`config.mk`:
```
export PLATFORM = sky130hd
export DESIGN_NAME = ysyx_22040759_if_fq
export DESIGN_NICKNAME = d
export VERILOG_FILES = /design/src/rtl/ysyx_22040759_if_fq.sv
export SDC_FILE = /design/constraint.sdc
export NUM_CORES = 1
export LEC_CHECK = 0
export CAP_MARGIN = 25
export CORE_MARGIN = 5
export CORE_UTILIZATION = 51
export CTS_CLUSTER_SIZE = 12
export DETAILED_ROUTE_END_ITERATION = 8
export PLACE_DENSITY = 0.75
export SLEW_MARGIN = 20
export SYNTH_ARGS = -nofsm -noshare
export SYNTH_HDL_FRONTEND = slang
export SYNTH_SLANG_ARGS = --single-unit
export TNS_END_PERCENT = 5
```
`constraint.sdc`:
```
create_clock -name clk -period 3.7 [get_ports clk]
set_input_delay 0.74 -clock clk [delete_from_list [all_inputs] [get_ports clk]]
set_output_delay 0.74 -clock clk [all_outputs]
set_load 0.03 [all_outputs]
```
`src/rtl/ysyx_22040759_if_fq.sv`:
```
// Instruction-fetch stage with a multi-outstanding imem port and an in-order
// fetch queue of {inst, pc} feeding decode. A redirect flushes the queue and
// marks every in-flight response as stale so it is drained silently.
// Optional feature macro: YSYX_22040759_IF_PERF_EN adds the perf_fetch_cnt and
// perf_kill_cnt counter outputs.
module ysyx_22040759_if_fq #(
    parameter int              XLEN     = 64,
    parameter logic [XLEN-1:0] RESET_PC = 64'h80000000,
    parameter int              FQ_DEPTH = 4
) (
    input  logic                 clk,
    input  logic                 rst,
    input  logic                 redir_valid,
    input  logic [XLEN-1:0]      redir_pc,
    output logic                 imem_req_valid,
    input  logic                 imem_req_ready,
    output logic [XLEN-1:0]      imem_req_addr,
    input  logic                 imem_rsp_valid,
    input  logic [31:0]          imem_rsp_data,
    input  logic                 ds_allowin,
    output logic                 fs_to_ds_valid,
    output logic [32+XLEN-1:0]   fs_to_ds_bus
`ifdef YSYX_22040759_IF_PERF_EN
    ,
    output logic [31:0]          perf_fetch_cnt,
    output logic [31:0]          perf_kill_cnt
`endif
);

    localparam int PW = $clog2(FQ_DEPTH);
    localparam int CW = PW + 1;
    localparam logic [CW:0] LP_DEPTH = (CW+1)'(FQ_DEPTH);

    logic [XLEN-1:0] r_fetch_pc;
    logic [XLEN-1:0] r_rsp_pc;
    logic [CW-1:0]   r_outst;
    logic [CW-1:0]   r_drop;
    logic [CW-1:0]   r_cnt;
    logic [PW-1:0]   r_wptr;
    logic [PW-1:0]   r_rptr;
    logic [31:0]     r_inst [FQ_DEPTH];
    logic [XLEN-1:0] r_pc   [FQ_DEPTH];

    logic            w_empty;
    logic [CW:0]     w_credit;
    logic            w_req_fire;
    logic            w_push;
    logic            w_pop;
    logic [XLEN-1:0] w_redir_pc;

    // Credit = requests in flight plus entries queued; capping it at the
    // queue depth guarantees every fresh response has a free slot.
    assign w_empty        = (r_cnt == '0);
    assign w_credit       = {1'b0, r_outst} + {1'b0, r_cnt};
    assign imem_req_valid = ~rst & ~redir_valid & (w_credit < LP_DEPTH);
    assign imem_req_addr  = r_fetch_pc;
    assign w_req_fire     = imem_req_valid & imem_req_ready;
    assign w_redir_pc     = redir_pc & ~(XLEN'(3));

    // A response is kept only when it is not stale and no redirect is landing.
    assign w_push         = imem_rsp_valid & ~redir_valid & (r_drop == '0);

    assign fs_to_ds_valid = ~rst & ~w_empty & ~redir_valid;
    assign fs_to_ds_bus   = (rst | w_empty) ? '0 : {r_inst[r_rptr], r_pc[r_rptr]};
    assign w_pop          = fs_to_ds_valid & ds_allowin;

    // Control state: PCs, credit/drop counters and queue pointers.
    always_ff @(posedge clk) begin
        if (rst) begin
            r_fetch_pc <= RESET_PC;
            r_rsp_pc   <= RESET_PC;
            r_outst    <= '0;
            r_drop     <= '0;
            r_cnt      <= '0;
            r_wptr     <= '0;
            r_rptr     <= '0;
        end else begin
            r_outst <= r_outst + CW'(w_req_fire) - CW'(imem_rsp_valid);
            if (redir_valid) begin
                r_fetch_pc <= w_redir_pc;
                r_rsp_pc   <= w_redir_pc;
                // Everything still in flight after this edge belongs to the old path.
                r_drop     <= r_outst - CW'(imem_rsp_valid);
                r_cnt      <= '0;
                r_wptr     <= '0;
                r_rptr     <= '0;
            end else begin
                if (w_req_fire) begin
                    r_fetch_pc <= r_fetch_pc + XLEN'(4);
                end
                if (imem_rsp_valid && (r_drop != '0)) begin
                    r_drop <= r_drop - 1'b1;
                end
                if (w_push) begin
                    r_rsp_pc <= r_rsp_pc + XLEN'(4);
                    r_wptr   <= r_wptr + 1'b1;
                end
                if (w_pop) begin
                    r_rptr <= r_rptr + 1'b1;
                end
                r_cnt <= r_cnt + CW'(w_push) - CW'(w_pop);
            end
        end
    end

    // Queue payload storage; contents are only observed through a valid head.
    always_ff @(posedge clk) begin
        if (w_push) begin
            r_inst[r_wptr] <= imem_rsp_data;
            r_pc[r_wptr]   <= r_rsp_pc;
        end
    end

`ifdef YSYX_22040759_IF_PERF_EN
    logic [31:0]   r_perf_fetch;
    logic [31:0]   r_perf_kill;
    logic [CW-1:0] w_kill_inc;

    // Killed work: flushed entries plus the response landing with a redirect,
    // or a stale response drained later.
    assign w_kill_inc = redir_valid ? (r_cnt + CW'(imem_rsp_valid))
                                    : CW'(imem_rsp_valid & (r_drop != '0));

    // Free-running performance counters.
    always_ff @(posedge clk) begin
        if (rst) begin
            r_perf_fetch <= '0;
            r_perf_kill  <= '0;
        end else begin
            r_perf_fetch <= r_perf_fetch + 32'(w_pop);
            r_perf_kill  <= r_perf_kill + 32'(w_kill_inc);
        end
    end

    assign perf_fetch_cnt = r_perf_fetch;
    assign perf_kill_cnt  = r_perf_kill;
`endif

endmodule
```
==> results of run 1 <==
==> metal layers <==
layer	vias up	wire (um)	global-route usage	part of all wire
met5	-	13	0	0.00022
met4	2	1731	0.07406	0.030
met3	112	5461	0.05756	0.093
met2	757	26650	0.3611	0.46
met1	7635	24660	0.3407	0.42
li1	6934	-	-	-
==> logic make-up after synthesis <==
family | after synthesis | synth area share
compound gates | 227 | 0.07112
xor+xnor | 56 | 0.02180
fa+ha+maj | 18 | 0.01068
buf+inv | 129 | 0.02269
flops | 515 | 0.6254
mux | 100 | 0.09697
other cells | 1 | 0.0001667
simple gates | 587 | 0.1511
==> power groups by stage <==
stage,registers [uW],clock network [uW],logic (uW)
after global routing,6690,5370,1220
after floorplan,6780,0,563
after global placement,6750,0,1120
after detailed placement,6780,0,1130
after CTS,6650,5140,1140
final,6660,5040,1140
==> final timing paths <==
check	start	to	slack, ns	cells past startpoint
max	flop	fs_to_ds_bus[73]	0.20	4
min	r_wptr[0]	r_wptr[0]	0.51	2
max reg2reg	r_cnt[2]	r_outst[2]	0.84	12
min reg2reg	r_wptr[0]	r_wptr[0]	0.51	2
==> area by class of cell <==
type	count	area, um^2
well taps	592	740.7
flip-flops and latches	515	14080
clock buffers	78	1470
diodes	1	2.502
clock inverters	14	140.1
inverters	28	106.4
repair buffers	305	3073
fillers	3289	16350
multi-input cells	993	7970
==> metrics by stage <==
| stage | setup slack (ns) | util |
|---|---|---|
| final | 0.2020 | 0.6279 |
| after global routing | 0.03298 | 0.6279 |
| after CTS | 0.03960 | 0.6274 |
| after detailed placement | 0.2631 | 0.5908 |
| after global placement | 0.2926 | 0.5908 |
| after floorplan | -0.2890 | - |
==> layout by cell type (no fill, tap or decap), drive strengths merged, types with 22 or more instances in the layout <==
| master | instances |
|---|---|
| edfxtp | 376 |
| clkdlybuf4s50 | 255 |
| dfxtp | 139 |
| nand2 | 97 |
| nor2b | 96 |
| mux4 | 94 |
| clkbuf | 78 |
| nor2 | 71 |
| nand3 | 69 |
| nand4 | 56 |
| buf | 50 |
| a21oi | 40 |
| and3 | 35 |
| xor2 | 33 |
| nor4 | 29 |
| inv | 27 |
| or4 | 27 |
| o21ai | 26 |
| nor3 | 26 |
| a211oi | 23 |
| xnor2 | 23 |
| o211ai | 23 |
| a31oi | 22 |
==> worst register-to-register path: stages, from the launching register on <==
cell and delay [ns]:
sky130_fd_sc_hd__dfxtp_1 0.41, sky130_fd_sc_hd__ha_1 0.27, sky130_fd_sc_hd__or4b_1 0.54, sky130_fd_sc_hd__nor3_2 0.16, sky130_fd_sc_hd__inv_1 0.08, sky130_fd_sc_hd__ha_1 0.27
sky130_fd_sc_hd__inv_1 0.06, sky130_fd_sc_hd__ha_1 0.14, sky130_fd_sc_hd__inv_1 0.05, sky130_fd_sc_hd__fa_1 0.37, sky130_fd_sc_hd__xor2_1 0.17, sky130_fd_sc_hd__xnor2_1 0.14
sky130_fd_sc_hd__nor2_1 0.05
==> repair_timing <==
action | CTS | global route
hold buffers | 0 | 0
endpoints found under the setup margin | 0 | 37
gates resized for setup | 0 | 2
buffers inserted | 0 | 0
==> sequential cells by signal, summed over array words and instances (netlist names), named ones only <==
signal / count
imem_req_addr: 62
r_cnt: 3
r_drop: 3
r_inst: 128
r_outst: 3
r_pc: 248
r_rptr: 2
r_rsp_pc: 62
r_wptr: 2
==> results.txt, run 1 <==
----------------------------------------------------
[Clocking]
  Clk root buf ... sky130_fd_sc_hd__clkbuf_16
  Clk Latency, worst-skew pair ... 0.59 ns
  Total clock sinks ... 515
  Number of clock buffers inserted by TritonCTS ... 53
  # H-tree levels ... 2
  Maximum count of clock buffers along a single path ... 3
  Clock tree from TritonCTS ... done
  Clock Pin Slew Worst Setup and Hold Paths ... 0.06 ns

[Placed design]
  Routability congestion estimate ... 0.9080
  Dpl cell area ... approximately 26000 um^2
  Post-detail-place hpwl ... 39.03 mm
  Total placed cells including tap cells ... 2432
  Input/output buffers ... roughly 260

[STA]
  Transition time at the pin with the least slew margin ... between 0.8 and 0.9 ns
  Crit share post-route ... 0.9454
  Peak Freq ... between 200 and 300 MHz
  Final Hold Vio Count ... 0
  Max-Slew Margin vs Limit ... 0.4091
  Aggregate negative setup slack ... 0 ns
  Hold_ws ... 0.5075 ns
  Unrepaired setup endpoints after global routing ... no
  Final max-slew violation count ... 0
  Minimum period implied by the final worst setup slack ... 3.498 ns
  Max Clock Skew ... 0.02313 ns
  Setup violators final ... 0

[Job]
  Number of violations of the max-capacitance limit ... 0

[Die]
  Overall die height ... between 200 and 250 um
  Number of rows created at floorplan ... 77
  Total I/O pin count ... 264
  DIE WIDTH ... ~220 um
  Initial core utilization ... 0.5122
  Die Footprint ... 48420 um^2
  Core box area ... 43930 um^2

[Logic synthesis]
  Distinct cells, synth ... 79
  Fraction of post-synthesis cell area in the top cell type by area ... 0.5018
  Dominant cell by count in the synthesized netlist ... sky130_fd_sc_hd__edfxtp_1
  Commonest cells in the netlist ... 376 x sky130_fd_sc_hd__edfxtp_1, 139 x sky130_fd_sc_hd__dfxtp_1, 97 x sky130_fd_sc_hd__nand2_1
  Cell type contributing the most total cell area after synthesis ... sky130_fd_sc_hd__edfxtp_1
  Avg Synthesized Cell Area ... 13.78 um^2
  Number of enable-type register cells in the synthesized netlist ... 376
  Flip-flop and latch count after synthesis ... 515
  Top flip-flop cell by instance count after synthesis ... sky130_fd_sc_hd__edfxtp_1
  Netlist area before placement ... 22500 um^2
  Largest cells by area after synthesis ... sky130_fd_sc_hd__edfxtp_1 50%, sky130_fd_sc_hd__dfxtp_1 12%, sky130_fd_sc_hd__mux4_2 9.4%
  Post-Syn Instances ... 1633
  Sequential element share of the synthesized area ... 0.6254
  Synth async-reset ratio ... 0
  Number of warnings printed during yosys synthesis ... 0

[Critical path]
  Worst path arrival time ... 2.76 ns
  Nature of the critical path endpoint ... output pin
  Biggest cell delay along the critical path ... 0.61 ns
  Cell with the largest stage delay on the worst path ... sky130_fd_sc_hd__clkdlybuf4s50_1
  Number of buffer and inverter stages on the critical path ... 2
  Crit path max fanout ... 14
  Critical path required time ... around 3.0 ns
  Critical path class ... flop to output pin
  Kind of launch point of the worst setup path ... flop
  Series of cell instances along the critical path ... buf_4 > mux4_2 > nor2b_1 > clkdlybuf4s50_1
  Category of cells accounting for the largest share of critical-path delay ... buffers and inverters

[Run status]
  Result of the run ... complete, no violations

[Power and ir drop]
  Proportion of total power due to net switching ... 0.2331
  Power density normalized to cell area ... between 400 and 500 nW/um^2
  Leakage power total ... 0.008806 uW
  P_sw ... 2994 uW
  Overall power ... 12840 uW
  Total internal power ... around 9900 uW
  Fraction of power consumed by sequential logic ... 0.519
  Power share of the combinational group ... 0.089
  Max rail drop VDD ... 301.0 uV
  Clock share of power ... 0.392

[GRT]
  Vias in the first global route ... 14900
  Overall track demand over capacity in global routing ... 0.2370
  Remaining Overflow, GRT ... 0
  Wire length of the first global-routing pass ... 88.56 mm
  Initial antenna violation count ... 3
  Pin count of the biggest net entering global routing ... between 100 and 150

[Cells and area]
  Share of layout cells above drive strength 1 ... 0.1319
  Post-Layout Inst Area ... 27580 um^2
  Cell Count, Final, Fillers Out ... 2526
  Number of nets in the layout ... 2016
  Area grow syn2layout ... 22.59%

[Route]
  WL/cell ... 23.17 um
  Total wire length ... slightly below 60 mm
  Average vias per placed instance ... 6.112
  Total iterations of the first detailed-routing run ... 5
  Initial drt markers ... 1503
  Antenna viol nets, final ... 0
  Via count ... 15440
  Remaining routing DRC violations ... 0

[Hold path]
  Worst min path class ... flop to flop

----------------------------------------------------
(Power assumes the default switching activity.)
==> inputs of run 2 (changes only) <==
HOLD_SLACK_MARGIN = 0.06   (was not set)
==> results of run 2 <==
Same layout as run 1: the final DEF is identical, and so are final timing and power.
==> inputs of run 3 (changes only) <==
CAP_MARGIN = not set   (was 25)
==> results of run 3 <==
Same layout as run 1: the final DEF is identical, and so are final timing and power.
